### config.mk
export PLATFORM = sky130hd
export DESIGN_NAME = fetch_unit
export DESIGN_NICKNAME = d
export VERILOG_FILES = /design/src/rtl/fetch_unit_pkg.sv /design/src/rtl/fetch_unit_if_id_reg.sv /design/src/rtl/fetch_unit.sv
export SDC_FILE = /design/constraint.sdc
export NUM_CORES = 1
export LEC_CHECK = 0
export ABC_AREA = 1
export ABC_CLOCK_PERIOD_IN_PS = 2220
export BUFFER_PORTS_ARGS = -buffer_cell sky130_fd_sc_hd__buf_2
export CORE_MARGIN = 2
export CORE_UTILIZATION = 56
export DETAILED_ROUTE_END_ITERATION = 10
export GPL_TIMING_DRIVEN = 0
export PLACE_DENSITY = 0.8
export SETUP_SLACK_MARGIN = 0.5
export SYNTH_ARGS = -nofsm -noshare
export SYNTH_HDL_FRONTEND = slang
export SYNTH_SLANG_ARGS = --single-unit
### constraint.sdc
create_clock -name clk -period 2.22 [get_ports clk]
set_clock_uncertainty 0.1 [all_clocks]
set_input_delay 0.222 -clock clk [delete_from_list [all_inputs] [get_ports clk]]
set_output_delay 0.222 -clock clk [all_outputs]
set_load 0.05 [all_outputs]
### src/rtl/fetch_unit_pkg.sv
// Shared definitions for the MIPS instruction-fetch stage: NOP encoding,
// default boot address and fetch FSM state encodings.
package fetch_unit_pkg;

  localparam int unsigned INSTR_W = 32;

  localparam logic [INSTR_W-1:0] NOP_INSTR        = 32'h0000_0000;
  localparam logic [31:0]        RESET_PC_DEFAULT = 32'h0040_0000;

  typedef enum logic [1:0] {
    ST_BOOT  = 2'd0,
    ST_FETCH = 2'd1,
    ST_HOLD  = 2'd2,
    ST_DROP  = 2'd3
  } fetch_state_e;

endpackage : fetch_unit_pkg

### src/rtl/fetch_unit_if_id_reg.sv
// IF/ID pipeline register: instruction, PC+4 and valid flag with
// load, hold and flush controls; flush beats hold, hold beats load.
module fetch_unit_if_id_reg
  import fetch_unit_pkg::*;
#(
  parameter int unsigned ADDR_W = 32
) (
  input  logic               clk,
  input  logic               rst_n,
  input  logic               flush,
  input  logic               hold,
  input  logic               load,
  input  logic [INSTR_W-1:0] load_instr,
  input  logic [ADDR_W-1:0]  load_pc_plus4,
  output logic [INSTR_W-1:0] instr_out,
  output logic [ADDR_W-1:0]  pc_plus4_out,
  output logic               instr_valid
);

  logic [INSTR_W-1:0] instr_q, instr_d;
  logic [ADDR_W-1:0]  pc_plus4_q, pc_plus4_d;
  logic               valid_q, valid_d;

  always_comb begin
    instr_d    = instr_q;
    pc_plus4_d = pc_plus4_q;
    valid_d    = valid_q;
    if (flush) begin
      instr_d    = NOP_INSTR;
      pc_plus4_d = '0;
      valid_d    = 1'b0;
    end else if (!hold && load) begin
      instr_d    = load_instr;
      pc_plus4_d = load_pc_plus4;
      valid_d    = 1'b1;
    end
  end

  always_ff @(posedge clk or negedge rst_n) begin
    if (!rst_n) begin
      instr_q    <= NOP_INSTR;
      pc_plus4_q <= '0;
      valid_q    <= 1'b0;
    end else begin
      instr_q    <= instr_d;
      pc_plus4_q <= pc_plus4_d;
      valid_q    <= valid_d;
    end
  end

  assign instr_out    = instr_q;
  assign pc_plus4_out = pc_plus4_q;
  assign instr_valid  = valid_q;

endmodule : fetch_unit_if_id_reg

### src/rtl/fetch_unit.sv
// Instruction-fetch stage: owns the PC, runs the imem req/ack handshake,
// absorbs decode stalls via a one-entry hold buffer and squashes wrong-path fetches.
module fetch_unit
  import fetch_unit_pkg::*;
#(
  parameter logic [31:0] RESET_PC = RESET_PC_DEFAULT,
  parameter int unsigned ADDR_W   = 32
) (
  input  logic               clk,
  input  logic               rst_n,
  output logic               imem_req,
  output logic [ADDR_W-1:0]  imem_addr,
  input  logic               imem_ack,
  input  logic [INSTR_W-1:0] imem_rdata,
  input  logic               stall,
  input  logic               redirect,
  input  logic [ADDR_W-1:0]  redirect_pc,
  output logic [INSTR_W-1:0] instr_out,
  output logic [ADDR_W-1:0]  pc_plus4_out,
  output logic               instr_valid
);

  localparam logic [ADDR_W-1:0] WORD_MASK  = ~ADDR_W'(3);
  localparam logic [ADDR_W-1:0] RESET_ADDR = ADDR_W'(RESET_PC) & WORD_MASK;

  fetch_state_e       state_q, state_d;
  logic [ADDR_W-1:0]  pc_q, pc_d;
  logic [ADDR_W-1:0]  addr_q, addr_d;
  logic               req_q, req_d;
  logic               hold_valid_q, hold_valid_d;
  logic [INSTR_W-1:0] hold_instr_q, hold_instr_d;
  logic [ADDR_W-1:0]  hold_pc4_q, hold_pc4_d;

  logic               ifid_flush, ifid_hold, ifid_load;
  logic [INSTR_W-1:0] ifid_instr;
  logic [ADDR_W-1:0]  ifid_pc4;
  logic [ADDR_W-1:0]  pc_plus4_c;
  logic [ADDR_W-1:0]  target_c;

  assign pc_plus4_c = pc_q + ADDR_W'(4);
  assign target_c   = redirect_pc & WORD_MASK;

  // Next-state, PC, hold buffer and IF/ID control
  always_comb begin
    state_d      = state_q;
    pc_d         = pc_q;
    hold_valid_d = hold_valid_q;
    hold_instr_d = hold_instr_q;
    hold_pc4_d   = hold_pc4_q;
    ifid_flush   = 1'b0;
    ifid_hold    = 1'b0;
    ifid_load    = 1'b0;
    ifid_instr   = imem_rdata;
    ifid_pc4     = pc_plus4_c;

    case (state_q)
      ST_BOOT: begin
        ifid_hold = 1'b1;
        state_d   = ST_FETCH;
      end
      ST_FETCH: begin
        if (redirect) begin
          ifid_flush   = 1'b1;
          pc_d         = target_c;
          hold_valid_d = 1'b0;
          // An unacknowledged request cannot be withdrawn, so wait it out in DROP
          state_d      = imem_ack ? ST_FETCH : ST_DROP;
        end else if (imem_ack && !stall) begin
          ifid_load = 1'b1;
          pc_d      = pc_plus4_c;
        end else if (imem_ack) begin
          ifid_hold    = 1'b1;
          hold_valid_d = 1'b1;
          hold_instr_d = imem_rdata;
          hold_pc4_d   = pc_plus4_c;
          pc_d         = pc_plus4_c;
          state_d      = ST_HOLD;
        end else if (!stall) begin
          ifid_flush = 1'b1;
        end else begin
          ifid_hold = 1'b1;
        end
      end
      ST_HOLD: begin
        if (redirect) begin
          ifid_flush   = 1'b1;
          pc_d         = target_c;
          hold_valid_d = 1'b0;
          state_d      = ST_FETCH;
        end else if (stall) begin
          ifid_hold = 1'b1;
        end else begin
          ifid_load    = hold_valid_q;
          ifid_flush   = !hold_valid_q;
          ifid_instr   = hold_instr_q;
          ifid_pc4     = hold_pc4_q;
          hold_valid_d = 1'b0;
          state_d      = ST_FETCH;
        end
      end
      ST_DROP: begin
        if (redirect) begin
          ifid_flush = 1'b1;
          pc_d       = target_c;
        end else if (stall) begin
          ifid_hold = 1'b1;
        end else begin
          ifid_flush = 1'b1;
        end
        if (imem_ack) begin
          state_d = ST_FETCH;
        end
      end
      default: begin
        state_d = ST_BOOT;
      end
    endcase

    // DROP keeps presenting the abandoned address until it is acknowledged
    req_d  = (state_d == ST_FETCH) || (state_d == ST_DROP);
    addr_d = (state_d == ST_DROP) ? addr_q : pc_d;
  end

  always_ff @(posedge clk or negedge rst_n) begin
    if (!rst_n) begin
      state_q      <= ST_BOOT;
      pc_q         <= RESET_ADDR;
      addr_q       <= RESET_ADDR;
      req_q        <= 1'b0;
      hold_valid_q <= 1'b0;
      hold_instr_q <= NOP_INSTR;
      hold_pc4_q   <= '0;
    end else begin
      state_q      <= state_d;
      pc_q         <= pc_d;
      addr_q       <= addr_d;
      req_q        <= req_d;
      hold_valid_q <= hold_valid_d;
      hold_instr_q <= hold_instr_d;
      hold_pc4_q   <= hold_pc4_d;
    end
  end

  assign imem_req  = req_q;
  assign imem_addr = addr_q;

  fetch_unit_if_id_reg #(
    .ADDR_W (ADDR_W)
  ) u_if_id_reg (
    .clk           (clk),
    .rst_n         (rst_n),
    .flush         (ifid_flush),
    .hold          (ifid_hold),
    .load          (ifid_load),
    .load_instr    (ifid_instr),
    .load_pc_plus4 (ifid_pc4),
    .instr_out     (instr_out),
    .pc_plus4_out  (pc_plus4_out),
    .instr_valid   (instr_valid)
  );

endmodule : fetch_unit

==> impl_metrics.json <==
{
  "final_cell_area_um2": 14500,
  "dpl_worst_slack_ns": -0.112,
  "slowest_stage": "xor2_1",
  "syn_area_per_cell_um2": 8.25,
  "cpMostUsedCell": "nand2_1",
  "cts-root-buf": "clkbuf_16",
  "grt_antenna_before_repair": 0,
  "path_class": "reg -> reg",
  "finalNetCount": 1539,
  "yosysWarnings": 0,
  "hp-class": "in -> reg",
  "port_buffers": 163,
  "slew_viol_final": 0,
  "power_density_nw_per_um2": 1670,
  "syn_area_um2": 9440,
  "synth_fp_nets": 1218,
  "syn2layout_area_growth_pct": 54.1,
  "via_per_inst": 6.27,
  "vias": 10600,
  "crit_path_max_fanout": 4,
  "netlist_instances": 1144,
  "insertion_delay_ns": 0.46,
  "synth_edf_count": 0,
  "route.detailed.wl_per_inst_um": 23.0,
  "n_fill_cell": 699,
  "register_area_um2": 4930,
  "layout_setup_ws_ns": -0.0742,
  "first_global_vias": 9324,
  "cp-end-kind": "flip-flop",
  "clockBufferDepth": 2,
  "maxCapViolations": 0,
  "cp.arrival_ns": 2.53,
  "async_flop_share": 1.00,
  "gp_congestion": 0.941,
  "grt_pass1_wl_um": 49300,
  "drc": 0,
  "htree_levels": 4,
  "status": "finished, violations left",
  "grt_max_degree": 103,
  "place_inst": 1528,
  "peakVddDrop_mv": 1.21,
  "drt_iter0_markers": 1484,
  "rsz0062_at_grt": "true",
  "ant_nets": 0,
  "grt_usage": 0.356,
  "cts_made_buffers": 17,
  "period_needed_ns": 2.29,
  "die_h_um": 134,
  "num_io_pins": 167,
  "die_area_um2": 17900,
  "globalRouteOverflowTotal": 0,
  "coreArea_um2": 16500,
  "postPlaceCellArea_um2": 10900,
  "relSlewSlack": 0.489,
  "fp-row-count": 47,
  "wirelength_um": 39100,
  "finalHoldViolations": 0,
  "synth-seq-cells": 196,
  "worst_slew_pin_slew_ns": 0.767,
  "synth-seq-area-share": 0.520,
  "drive_above_1_share": 0.424,
  "critPathRequiredTime_ns": 2.46,
  "fp.dieW_um": 134,
  "cts_tree": "built",
  "hold-worst-slack_ns": 0.0319,
  "final_core_util": 0.880,
  "hpwl_um": 19600,
  "cts_sinks": 196,
  "path_buf_inv": 0,
  "critPathTopFamily": "simple AND/OR/NAND/NOR gates",
  "startpoint_type": "flip-flop",
  "finalCritPeriodShare": 1.03,
  "clk_pin_slew_ns": 0.08,
  "initial_utilization": 0.571,
  "cp_cell_sequence": "nand2_1 > nor2_1 > nand3_1 > nor2_2 > xor2_1 > nand2_1 > o211ai_1 > nand2_1",
  "cpPeakStageDelay_ns": 0.45,
  "finalSetupViolCount": 9,
  "fin_cells": 1698,
  "violations": "setup timing",
  "ys.flop_type": "dfrtp_1",
  "clock.fmax_ghz": 0.436,
  "leakagePower_nw": 7.11,
  "diodes": 0,
  "synth_cell_types": 44,
  "drtPass1Iterations": 6,
  "multi_input_area_um2": 5180
}
[placed cells by master (no fill, tap or decap), types with 31 or more instances in the layout]
master,instances
nor2_1,38
o21ai_0,39
buf_4,63
o21ai_2,45
o21ai_1,79
nand2_1,321
buf_2,166
nand2_4,31
inv_1,59
dlygate4sd3_1,34
nand2_2,70
clkbuf_16,34
dfrtp_1,179
[layer usage]
metal | vias to the layer above | track usage | share of wire | wire length, um
li1 | 4379 | - | - | -
met1 | 5016 | 0.461 | 0.34 | 13400
met2 | 937 | 0.589 | 0.47 | 18200
met3 | 312 | 0.0718 | 0.11 | 4250
met4 | 0 | 0.150 | 0.084 | 3300
met5 | - | 0 | 0 | 0
[cells in the mapped netlist (5+ instances only)]
cell type	n	area share
a221oi_1	11	0.010
nor2_2	8	0.0053
buf_2	24	0.013
ha_1	5	0.0066
nand2_1	419	0.17
o211ai_1	19	0.015
clkbuf_1	23	0.0091
inv_1	65	0.026
inv_2	6	0.0024
o21ai_0	132	0.070
nor2_1	50	0.020
nand3_1	31	0.016
o21ai_1	30	0.016
nor2_4	5	0.0060
mux2i_1	19	0.020
dfrtp_1	194	0.51
nand2_2	5	0.0033
a21oi_1	21	0.011
and2_1	8	0.0053
buf_6	6	0.0072
xor2_1	18	0.017
[sequential cells by signal (all words and copies together) (netlist names)]
register,count
hold_instr_q,32
hold_pc4_q,32
hold_valid_q,1
imem_addr,32
pc_q,32
state_q,2
u_if_id_reg.instr_out,32
u_if_id_reg.instr_valid,1
u_if_id_reg.pc_plus4_out,32
[layout make-up]
cell class | count | area share
clock buffer | 18 | 0.0302
buffer | 57 | 0.0558
tap | 220 | 0.0189
inverter | 72 | 0.0215
clock inverter | 14 | 0.0113
sequential | 196 | 0.339
multi-input combinational | 819 | 0.356
timing repair buffer | 302 | 0.168
[timing repair]
| item | 4_1_cts | 5_1_grt |
|---|---|---|
| gates cloned | 10 | 8 |
| pin swaps | 35 | 50 |
| resized for setup | 166 | 313 |
| hold buffers | 33 | 1 |
| setup endpoints to repair | 194 | 194 |
| setup buffers | 50 | 36 |
| hold endpoints to repair | 133 | 1 |
[cell families after synthesis]
family          synth area share
compound gates             0.146
simple gates               0.230
flops                      0.520
xor+xnor                  0.0167
buf+inv                   0.0603
mux                       0.0202
fa+ha+maj                0.00663
[worst register-to-register path: stages (launching register included)]
cell      delay [ns]
dfrtp_2         0.43
nand2_1         0.10
nor2_1          0.23
nand3_1         0.23
nor2_2          0.22
xor2_1          0.45
nand2_1         0.14
o211ai_1        0.16
nand2_1         0.10
[path summary, 6_finish.rpt]
check / start / to / slack (ns) / cells after the start
min: redirect_pc[21] / pc_q[21] / 0.03 / 4
min reg2reg: imem_addr[22] / imem_addr[22] / 0.37 / 2
max in group asynchronous: rst_n / pc_q[28] / 0.82 / 3
min in group asynchronous: rst_n / imem_addr[29] / 0.26 / 2
max: pc_q[9] / u_if_id_reg.pc_plus4_out[12] / -0.07 / 8
max reg2reg: pc_q[9] / u_if_id_reg.pc_plus4_out[12] / -0.07 / 8
[report_power, final]
group / total [mW] / switching (mW) / internal [mW]
Combinational: 14.4 / 9.07 / 5.29
Sequential: 6.67 / 1.47 / 5.21
Clock: 3.28 / 1.64 / 1.64
[stage by stage]
step | setup TNS [ns] | power [mW]
detailed placement | -0.886 | 16.0
global placement | -462.89 | 15.7
finish | -0.196 | 24.3
global route | -0.905 | 25.1
CTS | 0 | 20.8
floorplan | 0 | 13.4
(Power assumes the default switching activity.)
